## config.mk

```make
export PLATFORM = sky130hd
export DESIGN_NAME = frame_byte_tracker_flat
export DESIGN_NICKNAME = d
export VERILOG_FILES = /design/src/rtl/frame_byte_tracker_if.sv /design/src/rtl/frame_byte_tracker.sv /design/src/flat_wrapper.sv
export SDC_FILE = /design/constraint.sdc
export NUM_CORES = 1
export LEC_CHECK = 0
export CAP_MARGIN = 10
export CORE_MARGIN = 4
export CORE_UTILIZATION = 50
export DETAILED_ROUTE_END_ITERATION = 8
export PLACE_DENSITY = 0.74
export REMOVE_ABC_BUFFERS = 1
export SKIP_CTS_REPAIR_TIMING = 1
export SYNTH_ARGS = -nofsm -noshare
export SYNTH_HDL_FRONTEND = slang
export SYNTH_SLANG_ARGS = --single-unit
```

## constraint.sdc

```tcl
create_clock -name clk -period 5.3 [get_ports clk]
set_input_delay 1.06 -clock clk [delete_from_list [all_inputs] [get_ports clk]]
set_output_delay 1.06 -clock clk [all_outputs]
set_load 0.05 [all_outputs]
```

## src/rtl/frame_byte_tracker_if.sv

```systemverilog
// Ingress beat handshake as seen by the frame byte tracker.
// master: the stream front end driving accepted beats; slave: the tracker.
interface frame_byte_tracker_if #(
    parameter int DATA_WIDTH = 64
);
    logic                    beat_accept;
    logic [DATA_WIDTH/8-1:0] beat_keep;
    logic                    beat_last;
    logic                    hdr_ext_en;

    modport master (output beat_accept, beat_keep, beat_last, hdr_ext_en);
    modport slave  (input  beat_accept, beat_keep, beat_last, hdr_ext_en);
endinterface

```

## src/rtl/frame_byte_tracker.sv

```systemverilog
// Per-frame byte tracker: counts keep-masked bytes per accepted beat, finds
// the header end (optionally extended on the first beat), and reports frame
// length plus runt/oversize/keep errors. All outputs are registered.
module frame_byte_tracker #(
    parameter int DATA_WIDTH      = 64,
    parameter int HEADER_BYTES    = 14,
    parameter int EXT_BYTES       = 4,
    parameter int MAX_FRAME_BYTES = 1522,
    parameter int CNT_WIDTH       = 16
) (
    input  logic                               clk,
    input  logic                               rst_n,
    input  logic                               clr,
    frame_byte_tracker_if.slave                beat,
    output logic [CNT_WIDTH-1:0]               byte_count,
    output logic                               header_done,
    output logic                               header_beat,
    output logic [$clog2(DATA_WIDTH/8):0]      hdr_lane,
    output logic                               frame_done,
    output logic [CNT_WIDTH-1:0]               frame_len,
    output logic                               runt_err,
    output logic                               oversize_err,
    output logic                               keep_err
);
    localparam int BPB    = DATA_WIDTH / 8;
    localparam int LANE_W = $clog2(BPB) + 1;
    localparam logic [CNT_WIDTH-1:0] HDR_BASE = CNT_WIDTH'(HEADER_BYTES);
    localparam logic [CNT_WIDTH-1:0] HDR_EXT  = CNT_WIDTH'(HEADER_BYTES + EXT_BYTES);
    localparam logic [CNT_WIDTH-1:0] MAX_CNT  = CNT_WIDTH'(MAX_FRAME_BYTES);

    typedef enum logic [1:0] {IDLE, HDR, PAYLOAD} state_t;

    state_t               state, state_n;
    logic [CNT_WIDTH-1:0] hdr_len_q, hdr_len_n;
    logic [CNT_WIDTH-1:0] count_n, len_n;
    logic [LANE_W-1:0]    lane_n;
    logic                 header_done_n, header_beat_n, frame_done_n;
    logic                 runt_n, over_n, keep_err_n;

    logic                 first;
    logic [CNT_WIDTH-1:0] base, hdr_len, new_count;
    logic [CNT_WIDTH:0]   sum;
    logic [LANE_W-1:0]    pop;
    logic [BPB-1:0]       keep_inc;
    logic                 crossing, complete, bad_keep;

    // Beat byte count and mask legality (contiguous from bit0, full unless last, non-empty)
    always_comb begin
        pop = '0;
        for (int i = 0; i < BPB; i++)
            pop = pop + LANE_W'(beat.beat_keep[i]);
        keep_inc = beat.beat_keep + BPB'(1);
        bad_keep = (beat.beat_keep == '0)
                 | ((beat.beat_keep & keep_inc) != '0)
                 | (!beat.beat_last && beat.beat_keep != '1);
    end

    // Saturating count update and header crossing detection for the current beat
    always_comb begin
        first     = (state == IDLE);
        base      = first ? '0 : byte_count;
        hdr_len   = first ? (beat.hdr_ext_en ? HDR_EXT : HDR_BASE) : hdr_len_q;
        sum       = {1'b0, base} + (CNT_WIDTH + 1)'(pop);
        new_count = sum[CNT_WIDTH] ? '1 : sum[CNT_WIDTH-1:0];
        crossing  = (base < hdr_len) && (hdr_len <= new_count);
        complete  = (state == PAYLOAD) || crossing;
    end

    // Next-state and next-output logic; everything holds unless a beat or clr acts
    always_comb begin
        state_n       = state;
        hdr_len_n     = hdr_len_q;
        count_n       = byte_count;
        header_done_n = header_done;
        header_beat_n = 1'b0;
        frame_done_n  = 1'b0;
        lane_n        = hdr_lane;
        len_n         = frame_len;
        runt_n        = runt_err;
        over_n        = oversize_err;
        keep_err_n    = keep_err;
        if (clr) begin
            // abort: the same-cycle beat is dropped, error flags stay for inspection
            state_n       = IDLE;
            count_n       = '0;
            header_done_n = 1'b0;
        end else if (beat.beat_accept) begin
            hdr_len_n  = hdr_len;
            count_n    = new_count;
            runt_n     = first ? 1'b0 : runt_err;
            over_n     = (first ? 1'b0 : oversize_err) | (new_count > MAX_CNT);
            keep_err_n = (first ? 1'b0 : keep_err) | bad_keep;
            if (crossing) begin
                header_beat_n = 1'b1;
                lane_n        = LANE_W'(hdr_len - base);
            end
            if (beat.beat_last) begin
                state_n       = IDLE;
                frame_done_n  = 1'b1;
                len_n         = new_count;
                runt_n        = !complete;
                header_done_n = 1'b0;
            end else begin
                state_n       = complete ? PAYLOAD : HDR;
                header_done_n = complete;
            end
        end
    end

    // State register
    always_ff @(posedge clk or negedge rst_n) begin
        if (!rst_n) state <= IDLE;
        else        state <= state_n;
    end

    // Registered outputs and latched header length
    always_ff @(posedge clk or negedge rst_n) begin
        if (!rst_n) begin
            hdr_len_q    <= '0;
            byte_count   <= '0;
            header_done  <= 1'b0;
            header_beat  <= 1'b0;
            hdr_lane     <= '0;
            frame_done   <= 1'b0;
            frame_len    <= '0;
            runt_err     <= 1'b0;
            oversize_err <= 1'b0;
            keep_err     <= 1'b0;
        end else begin
            hdr_len_q    <= hdr_len_n;
            byte_count   <= count_n;
            header_done  <= header_done_n;
            header_beat  <= header_beat_n;
            hdr_lane     <= lane_n;
            frame_done   <= frame_done_n;
            frame_len    <= len_n;
            runt_err     <= runt_n;
            oversize_err <= over_n;
            keep_err     <= keep_err_n;
        end
    end
endmodule

```

## src/flat_wrapper.sv

```systemverilog
// flat-port wrapper written by rule: the top's interface ports become plain ports
module frame_byte_tracker_flat 
#(
    parameter int DATA_WIDTH      = 64,
    parameter int HEADER_BYTES    = 14,
    parameter int EXT_BYTES       = 4,
    parameter int MAX_FRAME_BYTES = 1522,
    parameter int CNT_WIDTH       = 16
)
  (clk, rst_n, clr, byte_count, header_done, header_beat, hdr_lane, frame_done, frame_len, runt_err, oversize_err, keep_err, beat_beat_accept, beat_beat_keep, beat_beat_last, beat_hdr_ext_en);
  frame_byte_tracker_if #(.DATA_WIDTH(DATA_WIDTH)) beat_i ();
  input  logic clk;
  input  logic rst_n;
  input  logic clr;
  output logic [CNT_WIDTH-1:0] byte_count;
  output logic header_done;
  output logic header_beat;
  output logic [$clog2(DATA_WIDTH/8):0] hdr_lane;
  output logic frame_done;
  output logic [CNT_WIDTH-1:0] frame_len;
  output logic runt_err;
  output logic oversize_err;
  output logic keep_err;
  input wire logic [$bits(beat_i.beat_accept)-1:0] beat_beat_accept;
  input wire logic [$bits(beat_i.beat_keep)-1:0] beat_beat_keep;
  input wire logic [$bits(beat_i.beat_last)-1:0] beat_beat_last;
  input wire logic [$bits(beat_i.hdr_ext_en)-1:0] beat_hdr_ext_en;
  assign beat_i.beat_accept = beat_beat_accept;
  assign beat_i.beat_keep = beat_beat_keep;
  assign beat_i.beat_last = beat_beat_last;
  assign beat_i.hdr_ext_en = beat_hdr_ext_en;
  frame_byte_tracker #(.DATA_WIDTH(DATA_WIDTH), .HEADER_BYTES(HEADER_BYTES), .EXT_BYTES(EXT_BYTES), .MAX_FRAME_BYTES(MAX_FRAME_BYTES), .CNT_WIDTH(CNT_WIDTH)) u_core (.clk(clk), .rst_n(rst_n), .clr(clr), .beat(beat_i), .byte_count(byte_count), .header_done(header_done), .header_beat(header_beat), .hdr_lane(hdr_lane), .frame_done(frame_done), .frame_len(frame_len), .runt_err(runt_err), .oversize_err(oversize_err), .keep_err(keep_err));
endmodule
```

### Word level (Yosys, flattened, before mapping)

Cells that the tools add are included.

* bits in registers: 60
* word-level logic and storage cells: 69

* add/sub/neg operators: 10
* magnitude comparators: 3
* equal/unequal tests: 2
* mux-type cells: 23
* bitwise gates (word level): 6
* reductions and logical operators: 14

Operators by type and width (count)
* 2-to-1 mux 16 bit: 5
* adder 4 x 1 -> 4 bit: 6
* adder 16 x 4 -> 17 bit: 1
* greater-than comparator 16 x 11 -> 1 bit (second input constant): 1
* less-or-equal comparator 16 bit: 1
* < comparator 16 bit: 1
* 2-to-1 mux 1 bit: 13
* AND reduction 3 bit: 3
* adder 8 x 1 -> 8 bit (second input constant): 1
* bitwise AND 8 bit: 1
* logical NOT 8 bit: 1
* 2-to-1 mux 2 bit: 4
* != test 8 bit (second input constant): 1
* nonzero test 8 bit: 1
* 2-to-1 mux 5 bit: 1
* OR 1 bit: 4
* nonzero test 2 bit: 2
* subtractor 4 bit: 1
* adder 1 x 1 -> 2 bit: 1
* equality test 2 bit (second input constant): 1
* logical AND 1 bit: 2
* logical NOT 1 bit: 2
* logical NOT 2 bit: 1
* AND reduction 2 bit: 1
* other kinds (2): 2

### Depth between registers and ports, before layout

* depth in word-level cells: 16
* depth in mapped cells: 24

### Least setup slack after synthesis

Ideal clock, no wire load.

* kind: input to register
* start: input beat_beat_keep[0]
* end: register u_core.hdr_lane[1]
* arrival time: 6.366 ns
* required time: 5.175 ns
* slack: -1.191 ns
* cell stages on the path: 22
* buffers on the path: 1
* cell sequence: inv_1 > ha_1 > inv_1 > fa_1 > fa_1 > fa_1 > fa_1 > inv_1 > fa_1 > and3_1 > nor2_1 > nor3b_2 > clkbuf_1 > nor3_1 > ha_1 > nand4_1 > nor2_1 > a221oi_1 > nand3b_1 > a2111oi_2 > nand2_1 > mux2_2

* cells in the longest elaborated chain, start to end: 12

RTL lines
* from (decl): RTL line flat_wrapper.sv:25 `input wire logic [$bits(beat_i.beat_keep)-1:0] beat_beat_keep;`
* adder 1 x 1 -> 2 bit: RTL line frame_byte_tracker.sv:51 `pop = pop + LANE_W'(beat.beat_keep[i]);`
* adder 4 x 1 -> 4 bit (6 in series): RTL line frame_byte_tracker.sv:51
* adder 16 x 4 -> 17 bit: RTL line frame_byte_tracker.sv:63 `sum = {1'b0, base} + (CNT_WIDTH + 1)'(pop);`
* 2-to-1 mux 16 bit: RTL line frame_byte_tracker.sv:64 `new_count = sum[CNT_WIDTH] ? '1 : sum[CNT_WIDTH-1:0];`
* less-or-equal comparator 16 bit: RTL line frame_byte_tracker.sv:65 `crossing = (base < hdr_len) && (hdr_len <= new_count);`
* logical AND 1 bit: RTL line frame_byte_tracker.sv:65
* AND reduction 3 bit (no source line)
* to (signal assigned): RTL line frame_byte_tracker.sv:134 `hdr_lane <= lane_n;`
* to (decl): RTL line frame_byte_tracker.sv:18 `output logic [$clog2(DATA_WIDTH/8):0] hdr_lane,`

No other way between the ends.
A chain may end at the register's enable or synchronous reset.

### Final worst setup path

* start: input beat_beat_keep[0]
* end: register u_core.hdr_lane[3]

The elaborated chain is that of the path after synthesis.

==> results.json <==
{
  "fp.coreArea_sq_um": 7730,
  "viasPerCell": 5.52,
  "powerDensity_nw_per_um2": 321,
  "violations": "negative setup slack",
  "ys_seq_area_share_pct": 37.1,
  "cp.required_ns": 5.53,
  "hold_path.class": "register to register",
  "seqPwrFrac_pct": 30.8,
  "grt_usage_pct": 22.1,
  "r2r_cells": 17,
  "wl_mm": 10.7,
  "synth_edf_count": 0,
  "gp_congestion": 0.936,
  "dr_wl_met2_mm": 5.02,
  "final_util_pct": 70.7,
  "syn_area_per_cell_sq_um": 8.96,
  "async_flop_share_pct": 100,
  "die_area_sq_um": 9450,
  "die_w_um": 97.2,
  "switchingPower_uw": 639,
  "drive_above_1_share_pct": 21.0,
  "grt_pass1_wl_mm": 16.8,
  "dp_slack_ns": -1.86,
  "vias": 3607,
  "post-route-worst-setup-slack_ns": -0.992,
  "drt-initial-drc-count": 210,
  "clockPowerShare_pct": 28.7,
  "cts_tree": "done",
  "worstPathArrival_ns": 6.53,
  "cts.sinks": 59,
  "cts_buffer_depth": 2,
  "setup_viol_count_final": 9,
  "layout_commonest_cell": "dfrtp_1",
  "endpoint_kind": "register",
  "crit_path_end": "u_core.hdr_lane[3]",
  "grt_max_degree": 60,
  "worst_slew_pin_slew_ns": 1.02,
  "status": "complete, but fails checks",
  "hold_start": "u_core.frame_len[14]",
  "antenna_found_initial": 0,
  "rsz0062_at_grt": "yes",
  "pin_count": 56,
  "highest_layer": "met4",
  "critPathMaxFanout": 5,
  "power_leakage_uw": 0.00272,
  "clk_latency_ns": 0.35,
  "postSynthCellCount": 444,
  "syn_area_sq_um": 3980,
  "drv_slew": 0,
  "start_util_pct": 51.5,
  "synth_ff_type": "dfrtp_1",
  "htreeDepth": 3,
  "io_buffer_count": 55,
  "timing.rr.start": "u_core.header_done",
  "worstSetupStartpointType": "primary input",
  "slew_headroom_pct": 31.9,
  "maxCapViolations": 0,
  "wl_met1_mm": 4.78,
  "final_cell_mix": "dfrtp_1, buf_4, clkdlybuf4s50_1, nand2_1",
  "fin_skew_ns": 0.00851,
  "firstDrtPassIters": 4,
  "finalHoldViolCount": 0,
  "p_int_uw": 1120,
  "cts_made_buffers": 9,
  "path_clk_slew_ns": 0.07,
  "drt-wirelength-per-cell_um": 16.3,
  "grt_pass1_vias": 3433,
  "post-route-period-util_pct": 119,
  "grt-ovfl-total": 0,
  "critical_path.startpoint": "beat_beat_keep[0]",
  "ys_types": 53,
  "final_antenna_net_count": 0,
  "p_comb_share_pct": 40.6,
  "synth_seq_cells": 59,
  "n_antenna_cell": 0,
  "ys_warn_count": 0,
  "max_freq_ghz": 0.159,
  "critical_path_class": "primary input to register",
  "ctsRootBufferMaster": "clkbuf_8",
  "hpwl_mm": 7.63,
  "num-nets-final": 611,
  "tns_ns": -7.33,
  "power_switching_share_pct": 36.4,
  "rrSetupSlack_ns": 0.81,
  "area_delta_synth_final_pct": 37.3,
  "dr_wl_met3_um": 650,
  "rows": 32,
  "dieHeight_um": 97.2,
  "ir_drop_mv": 0.244,
  "drc_errors": 0,
  "r2r-end": "u_core.hdr_lane[3]",
  "fin_crit_ns": 6.29
}
metal layers:
metal	track usage, %	vias to the layer above
met5	0	-
met4	6.70	0
met3	4.88	21
met2	34.5	127
met1	30.9	1720
li1	-	1739
critical path, cell delays in order:
cell       delay [ns]
buf_8            0.08
inv_4            0.03
ha_4             0.25
inv_2            0.03
fa_1             0.52
fa_1             0.46
fa_2             0.41
fa_2             0.58
inv_2            0.05
ha_4             0.21
a211oi_2         0.24
o21bai_1         0.12
buf_4            0.17
nand2_2          0.07
xor2_1           0.17
nor2_1           0.09
nor2_2           0.24
ha_4             0.25
a21oi_2          0.11
o21ai_1          0.07
a221oi_1         0.24
nand3b_1         0.16
a2111oi_4        0.42
nand2_2          0.17
mux2_4           0.33
through the flow:
step	power [uW]	instances	hold slack [ns]	instance area, sq um
CTS	1710	644	0.483	5160
finish	1760	654	0.475	5460
floorplan	941	426	0.425	3910
detailed placement	1200	628	0.469	4920
global route	1850	654	0.500	5460
global placement	1190	628	0.444	4920
logic make-up after synthesis:
logic type / after synthesis / synth area share, %
buffers and inverters: 64 / 6.10
muxes: 11 / 2.89
DFF: 59 / 37.1
and+or+nand+nor: 154 / 18.7
AOI/OAI and AO/OA: 95 / 15.9
adders and majority gates: 50 / 16.9
xor gates and xnor gates: 11 / 2.42
sequential cells by signal, summed over array words and instances (netlist names), 4 cells and up:
register / cells
u_core.byte_count: 16
u_core.frame_len: 16
u_core.hdr_lane: 4
u_core.hdr_len_q: 16
worst min-delay path by stage:
stage | endpoint | slack [ns] | cells after the start
floorplan | u_core.hdr_len_q[1] | 0.42 | 1
global placement | u_core.hdr_len_q[1] | 0.44 | 1
detailed placement | u_core.frame_len[11] | 0.47 | 2
CTS | u_core.frame_len[14] | 0.48 | 2
global route | u_core.frame_len[14] | 0.50 | 2
finish | u_core.frame_len[14] | 0.48 | 2
layout make-up:
type                            count  area (sq um)
Inverter                           46           178
Fill cell                         594          2260
Timing Repair Buffer              110           988
Multi-Input combinational cell    321          2450
Tap cell                          102           128
Sequential cell                    59          1480
Clock inverter                      5           100
Clock buffer                       11           141
power by group through the flow:
| stage | combinational, uW | clock, uW | sequential [uW] |
|---|---|---|---|
| finish | 713 | 503 | 540 |
| global route | 770 | 535 | 548 |
| CTS | 658 | 511 | 539 |
| detailed placement | 655 | 0 | 547 |
| global placement | 642 | 0 | 545 |
| floorplan | 244 | 0 | 697 |
synthesized netlist by cell type, drive strengths merged, types with 2 or more instances:
library cell	count	area share, %
dfrtp	59	37
nand2	49	4.6
inv	46	4.3
nor2	45	4.2
ha	44	14
o21ai	28	3.5
and2	21	3.3
a21oi	18	2.3
a211oi	16	3.0
clkbuf	15	1.4
mux2i	7	1.8
nand3	7	0.88
nand4	7	1.3
xor2	7	1.5
fa	6	3.0
a31oi	5	0.79
nor2b	5	0.79
o21a	5	0.94
and3	4	0.63
mux2	4	1.1
xnor2	4	0.88
a21o	3	0.57
and4	3	0.66
buf	3	0.31
nand2b	3	0.47
o2111ai	3	0.66
o211ai	3	0.57
nor3	2	0.25
nor3b	2	0.50
nor4	2	0.31
o2111a	2	0.60
Power figures use the tool's default switching activity.
